--- src/rtl/alu_result_stage.sv ---
// rtl/alu_result_stage.sv - ALU result register stage with flags and 2-entry skid buffer
//
// Captures the function-select mux result together with its select code,
// derives zero/neg/carry/ovf flags at capture time, and presents entries
// through a 2-deep valid/ready skid buffer (main entry drives out_*).
//
// Ports:
//   clk, rst                     clock (rising edge), async active-high reset
//   in_valid / in_ready          upstream handshake (in_ready is registered)
//   in_result, in_sel            selected result and its function select
//   in_carry, in_ovf             adder carry-out and signed overflow
//   out_valid / out_ready        downstream handshake
//   out_result, out_sel          registered result and select
//   out_zero, out_neg            flags derived from the result
//   out_carry, out_ovf           arithmetic flags, 0 for non-arithmetic selects
//
// Optional feature macro ALU_RESULT_STAGE_STICKY_OVF_EN adds:
//   ovf_clr (in)                 clears the sticky overflow flag
//   ovf_sticky (out)             sets on any pop of an entry with ovf=1; set wins over clear
module alu_result_stage #(
   parameter int          WIDTH    = 32,
   parameter logic [3:0]  ADD_CODE = 4'h0,
   parameter logic [3:0]  SUB_CODE = 4'h1
) (
   input  logic             clk,
   input  logic             rst,
   input  logic             in_valid,
   output logic             in_ready,
   input  logic [WIDTH-1:0] in_result,
   input  logic [3:0]       in_sel,
   input  logic             in_carry,
   input  logic             in_ovf,
   output logic             out_valid,
   input  logic             out_ready,
   output logic [WIDTH-1:0] out_result,
   output logic [3:0]       out_sel,
   output logic             out_zero,
   output logic             out_neg,
   output logic             out_carry,
`ifdef ALU_RESULT_STAGE_STICKY_OVF_EN
   input  logic             ovf_clr,
   output logic             ovf_sticky,
`endif
   output logic             out_ovf
);

   // Entry layout: {result, sel, zero, neg, carry, ovf}
   localparam int EW = WIDTH + 8;

   typedef enum logic [1:0] {
      EMPTY = 2'd0,
      ONE   = 2'd1,
      TWO   = 2'd2
   } state_t;

   state_t          state_q, state_d;
   logic [EW-1:0]   main_q, main_d;
   logic [EW-1:0]   skid_q, skid_d;
   logic            in_ready_q;
   logic [EW-1:0]   new_entry;
   logic            is_arith;
   logic            accept;
   logic            pop;

   always_comb begin
      is_arith  = (in_sel == ADD_CODE) || (in_sel == SUB_CODE);
      new_entry = {in_result, in_sel, ~|in_result, in_result[WIDTH-1],
                   in_carry & is_arith, in_ovf & is_arith};
      accept    = in_valid & in_ready_q;
      pop       = (state_q != EMPTY) & out_ready;

      state_d = state_q;
      main_d  = main_q;
      skid_d  = skid_q;
      unique case (state_q)
         EMPTY: begin
            if (accept) begin
               state_d = ONE;
               main_d  = new_entry;
            end
         end
         ONE: begin
            if (accept && !pop) begin
               state_d = TWO;
               skid_d  = new_entry;
            end else if (accept && pop) begin
               main_d  = new_entry;
            end else if (pop) begin
               state_d = EMPTY;
            end
         end
         TWO: begin
            // in_ready is low here, so no accept can coincide with the pop
            if (pop) begin
               state_d = ONE;
               main_d  = skid_q;
            end
         end
         default: state_d = EMPTY;
      endcase
   end

   always_ff @(posedge clk or posedge rst) begin
      if (rst) begin
         state_q    <= EMPTY;
         main_q     <= '0;
         skid_q     <= '0;
         in_ready_q <= 1'b1;
      end else begin
         state_q    <= state_d;
         main_q     <= main_d;
         skid_q     <= skid_d;
         // Registered ready: drops the cycle after the second entry lands
         in_ready_q <= (state_d != TWO);
      end
   end

`ifdef ALU_RESULT_STAGE_STICKY_OVF_EN
   logic ovf_sticky_q;

   always_ff @(posedge clk or posedge rst) begin
      if (rst) begin
         ovf_sticky_q <= 1'b0;
      end else if (pop && main_q[0]) begin
         ovf_sticky_q <= 1'b1;
      end else if (ovf_clr) begin
         ovf_sticky_q <= 1'b0;
      end
   end

   assign ovf_sticky = ovf_sticky_q;
`endif

   assign in_ready   = in_ready_q;
   assign out_valid  = (state_q != EMPTY);
   assign out_result = main_q[EW-1:8];
   assign out_sel    = main_q[7:4];
   assign out_zero   = main_q[3];
   assign out_neg    = main_q[2];
   assign out_carry  = main_q[1];
   assign out_ovf    = main_q[0];

endmodule

--- config.mk ---
export PLATFORM = sky130hd
export DESIGN_NAME = alu_result_stage
export DESIGN_NICKNAME = d
export VERILOG_FILES = /design/src/rtl/alu_result_stage.sv
export SDC_FILE = /design/constraint.sdc
export NUM_CORES = 1
export LEC_CHECK = 0
export CORE_MARGIN = 4
export CORE_UTILIZATION = 35
export DETAILED_ROUTE_END_ITERATION = 8
export SYNTH_ARGS = -nofsm -noshare
export SYNTH_HDL_FRONTEND = slang
export SYNTH_SLANG_ARGS = --single-unit
--- constraint.sdc ---
create_clock -name clk -period 7 [get_ports clk]
set_input_delay 1.4 -clock clk [delete_from_list [all_inputs] [get_ports clk]]
set_output_delay 1.4 -clock clk [all_outputs]
set_load 0.02 [all_outputs]
* After elaboration in Yosys (flattened, before gate mapping)
Index checks and enable logic that the tools add are counted.
** Operators by class
- Equality and inequality tests :: 8
- Multiplexer cells :: 11
- Bitwise operators :: 4
- Reductions and logical operators :: 12
** Operators by type and width (number)
- $mux W40 :: 4
- $pmux W40 S3 :: 1
- $reduce_or A32 Y1 :: 1
- $mux W2 :: 5
- $ne A2 B2 Y1 const B :: 5
- $pmux W2 S3 :: 1
- $reduce_and A5 Y1 :: 1
- $and A1 B1 Y1 :: 4
- $eq A4 B1 Y1 const B :: 1
- $logic_not A4 Y1 :: 1
- $reduce_bool A3 Y1 :: 1
- $eq A2 B1 Y1 const B :: 1
- $eq A2 B2 Y1 const B :: 1
- $logic_and A1 B1 Y1 :: 2
- $logic_not A1 Y1 :: 2
- $logic_not A2 Y1 :: 1
- $reduce_and A2 Y1 :: 1
- $reduce_bool A2 Y1 :: 1
- $logic_or A1 B1 Y1 :: 1
** Word-level totals
- Flip-flop bits (word level) :: 83
- Input port bits :: 42

* Longest topological paths before layout
- Depth after elaboration :: 7
- Mapped depth :: 6

* Worst setup path before layout
OpenSTA, ideal clock, no wires.
- Path kind :: input -> register
- Start point :: in in_valid
- End point :: reg skid_q[11]
- Library setup time :: 0.125 ns
- Arrival time :: 2.428 ns
- Path slack :: 4.447 ns
- Cell stages on the path :: 4
- Buffers on the path :: 1
- Cells stage by stage :: nand2_1 -> nor3b_4 -> buf_6 -> mux2_2
** Between the ends
- Cells in the longest elaborated chain, start to end :: 3
** Ends and longest elaborated chain
- start: declaration :: RTL line 27 : input logic in_valid,
- $and A1 B1 Y1 :: RTL line 69 : accept = in_valid & in_ready_q;
- $logic_and A1 B1 Y1 :: RTL line 83 : if (accept && !pop) begin
- $reduce_and A2 Y1 (no line)
- end signal: assignment :: RTL line 112 : skid_q <= skid_d;
- end: declaration :: RTL line 58 : logic [EW-1:0] skid_q, skid_d;
No other way between the ends.
A chain may end at the register's enable or synchronous reset.

* Worst setup path in the final report
- Start point :: reg state_q[1]
- End point :: out out_valid
** Between the ends
- Cells in the longest elaborated chain, start to end :: 1
** Ends and longest elaborated chain
- start: declaration :: RTL line 56 : state_t state_q, state_d;
- start signal: assignment :: RTL line 110 : state_q <= state_d;
- $reduce_bool A2 Y1 :: RTL line 135 : assign out_valid = (state_q != EMPTY);
- end: declaration :: RTL line 33 : output logic out_valid,
No other way between the ends.

==> impl_results.md <==
* Synth-to-Final Area Change at 32.9%
* Initial antenna violation count at 0
* GRT met3 Usage at 3.12%
* Die Ht at approximately 110 um
* CP bufs+invs at 1
* Design area at 0.00462 mm2
* Final hold slack at 492 ps
* # resized after CTS at 0
* FF+latch area at approximately 0.002 mm2
* First-pass GRT wire length at 12.9 mm
* Unrepaired setup endpoints after global routing: false
* Clk slew on worst S/H paths at about 70 ps
* DP Area at 0.00439 mm2
* Worst path depth at 2
* Share of cells above drive strength 1 at 14.4%
* Slew Limit Fails at 0
* Row count at 36
* Synth cell count leaders: 80 x dfrtp_1, 76 x nand2_1, 42 x nor2_1
* Post-CTS Hold Buffers at 0
* Worst Tran Pin Value at ~1000 ps
* Vias per cell at approximately 4.8
* Count leader, synth: dfrtp_1
* Count of final setup violators at 0
* Clock skew at 10.6 ps
* Final setup TNS at 0 ps
* F_max at 0.315 GHz
* Detailed Route WL at around 7.5 mm
* Area occupied by multi-input gates at 0.00132 mm2
* Pre-Repair DR Iteration Count at 4
* CP Launch Type: register
* Mapped Avg Cell Area at 10.6 um2
* Async S/R FF share, synth at 100%
* Slowest stage cell, crit path: clkdlybuf4s50_1
* Mean routed wirelength per cell at approximately 14 um
* # diodes at 0
* Fin crit period at 3180 ps
* Crit path max-delay family: buffers and inverters
* Die area at 0.0116 mm2
* Worst vdd rail ir drop at 0.229 mV
* Worst setup path class: register to output pin
* Relative slew slack at about 33%
* Grt met2 use at 21.3%
* Post-synth EDFFs at 0
* Worst hold path class: register to register
* I/O Pins at 84
* Synth cell types at 30
* Cell accounting for the most synthesized area: dfrtp_1
* CTS buffer count at 9
* WP data arrival at 1780 ps
* Power Density at approximately 440 mW/mm2
* Crit-path cells: or2_2 > clkdlybuf4s50_1
* Status: finished, final reports clean
* CTS HTree Levels at 3
* Synthesized area at 0.00348 mm2
* MaxCap Viol Count at 0
* CTS tree: yes
* Initial DRC Count at 71
* Hold Fails Final Rpt at 0
* Top_reg_cell synth: dfrtp_1
* Final ANT Viol Nets at 0
* DRC Markers at 0
* Routed vias at 2580
* Total global routing overflow at 0
* Layout fillers at ~940
* Syn Inst Count at 329
* Total GRT Usage at 14.0%
* Final Cycle Share at a little under half
* Core area at 0.00973 mm2
* Worst Setup End Kind: output pin
* Final net count at between 400 and 500
* Final HPWL from detailed placement at 5.02 mm
* Syn. warnings at 0
* Worst R2R Path Depth at 5
* Worst Path Required at 5600 ps
* Register area share after synthesis at between 50% and 60%
* Initial Utilization at a little over a third
* Layout Utilization at between 40 and 50%
* Critical-path maximum fanout at 9
* Setup Buffers After CTS at 0
* CTS sink count at 81
* Post-synth top area share at 57.5%
* Largest net degree at the start of global routing at 82
* Area contributors post-synth: dfrtp_1 58%, mux2_2 11%, nand2_1 8.2%
* Largest stage delay, worst path at 550 ps
* Gr busiest metal: met2
* Leakage Power at between 1.5 and 2 nW
* Min-Delay Path Depth at 1
* Synthesized flop and latch total at around 80
* Synthesized net count at 371
* Routability-driven placement congestion ratio at approximately 0.76
* Input/output buffers at 83
* CTS root buf: clkbuf_8
* Clock Path Buffers at 2
* Met1 Use GR at 19.4%
* Vias in the first global route at ~2.6k
* Die Width at approximately 110 um
* Worst-Skew Late Latency at 340 ps
-- layout by cell type (no fill, tap or decap), types with 2 or more instances in the layout --
cell type and instances:
clkbuf_8 9, buf_4 4, nand2_1 76, nor2_1 42, clkdlybuf4s50_1 83, bufinv_16 3, nor2b_4 2, mux2_1 3
inv_1 3, nor4_1 8, dfrtp_1 80, mux2_2 34, clkinvlp_4 2, a31oi_1 38, o21ai_0 2, nand3_1 4
nand4_1 2
-- sequential cells by signal, indices dropped and copies added (netlist names) --
signal,cells
in_ready,1
main_q,39
skid_q,39
state_q,2
-- area by class of cell --
type / instances / share of cell area, %
Sequential cell: 81 / 43.9
Multi-Input combinational cell: 222 / 28.5
Timing Repair Buffer: 87 / 18.6
Tap cell: 133 / 3.60
Clock buffer: 10 / 2.76
Clock inverter: 5 / 2.27
Inverter: 4 / 0.352
-- worst register-to-register path: stages (launching register included) --
cell      delay, ps
dfstp_2         540
nand2_1         160
o31ai_4         200
buf_4           610
o311ai_0        290
o21a_1          160
-- metal layers --
layer / up-vias / share of wire, % / wire, um
li1: 1284 / - / -
met1: 1234 / 48 / 3630
met2: 54 / 46 / 3440
met3: 8 / 4.8 / 365
met4: 0 / 1.5 / 110
met5: - / 0 / 0
-- through the flow --
stage	cells	power [mW]	setup slack (ps)
after detailed placement	527	1.66	3510
final	542	2.03	3820
after floorplan	329	1.32	3520
after CTS	542	2.07	3800
after global routing	542	2.17	3730
after global placement	527	1.64	3590
-- kinds of logic after synthesis --
group,synth area share [%]
simple gates,16.9
flops,58.3
compound gates,8.52
buf+inv,4.03
mux,12.3
-- power by group --
part	leakage (nW)	internal [mW]	switching, mW
clock network	0.109	0.235	0.163
logic	0.837	0.411	0.408
registers	0.940	0.694	0.123
-- path summary, 6_finish.rpt --
check                           slack (ps)       start    endpoint
worst max-delay path                  3820  state_q[1]   out_valid
worst min-delay path                   490   skid_q[9]   skid_q[9]
worst max register to register        4920    in_ready   main_q[3]
worst min register to register         490   skid_q[9]   skid_q[9]
max in group asynchronous             4660         rst  skid_q[32]
min in group asynchronous             1690         rst  main_q[10]
Power figures use the tool's default switching activity.
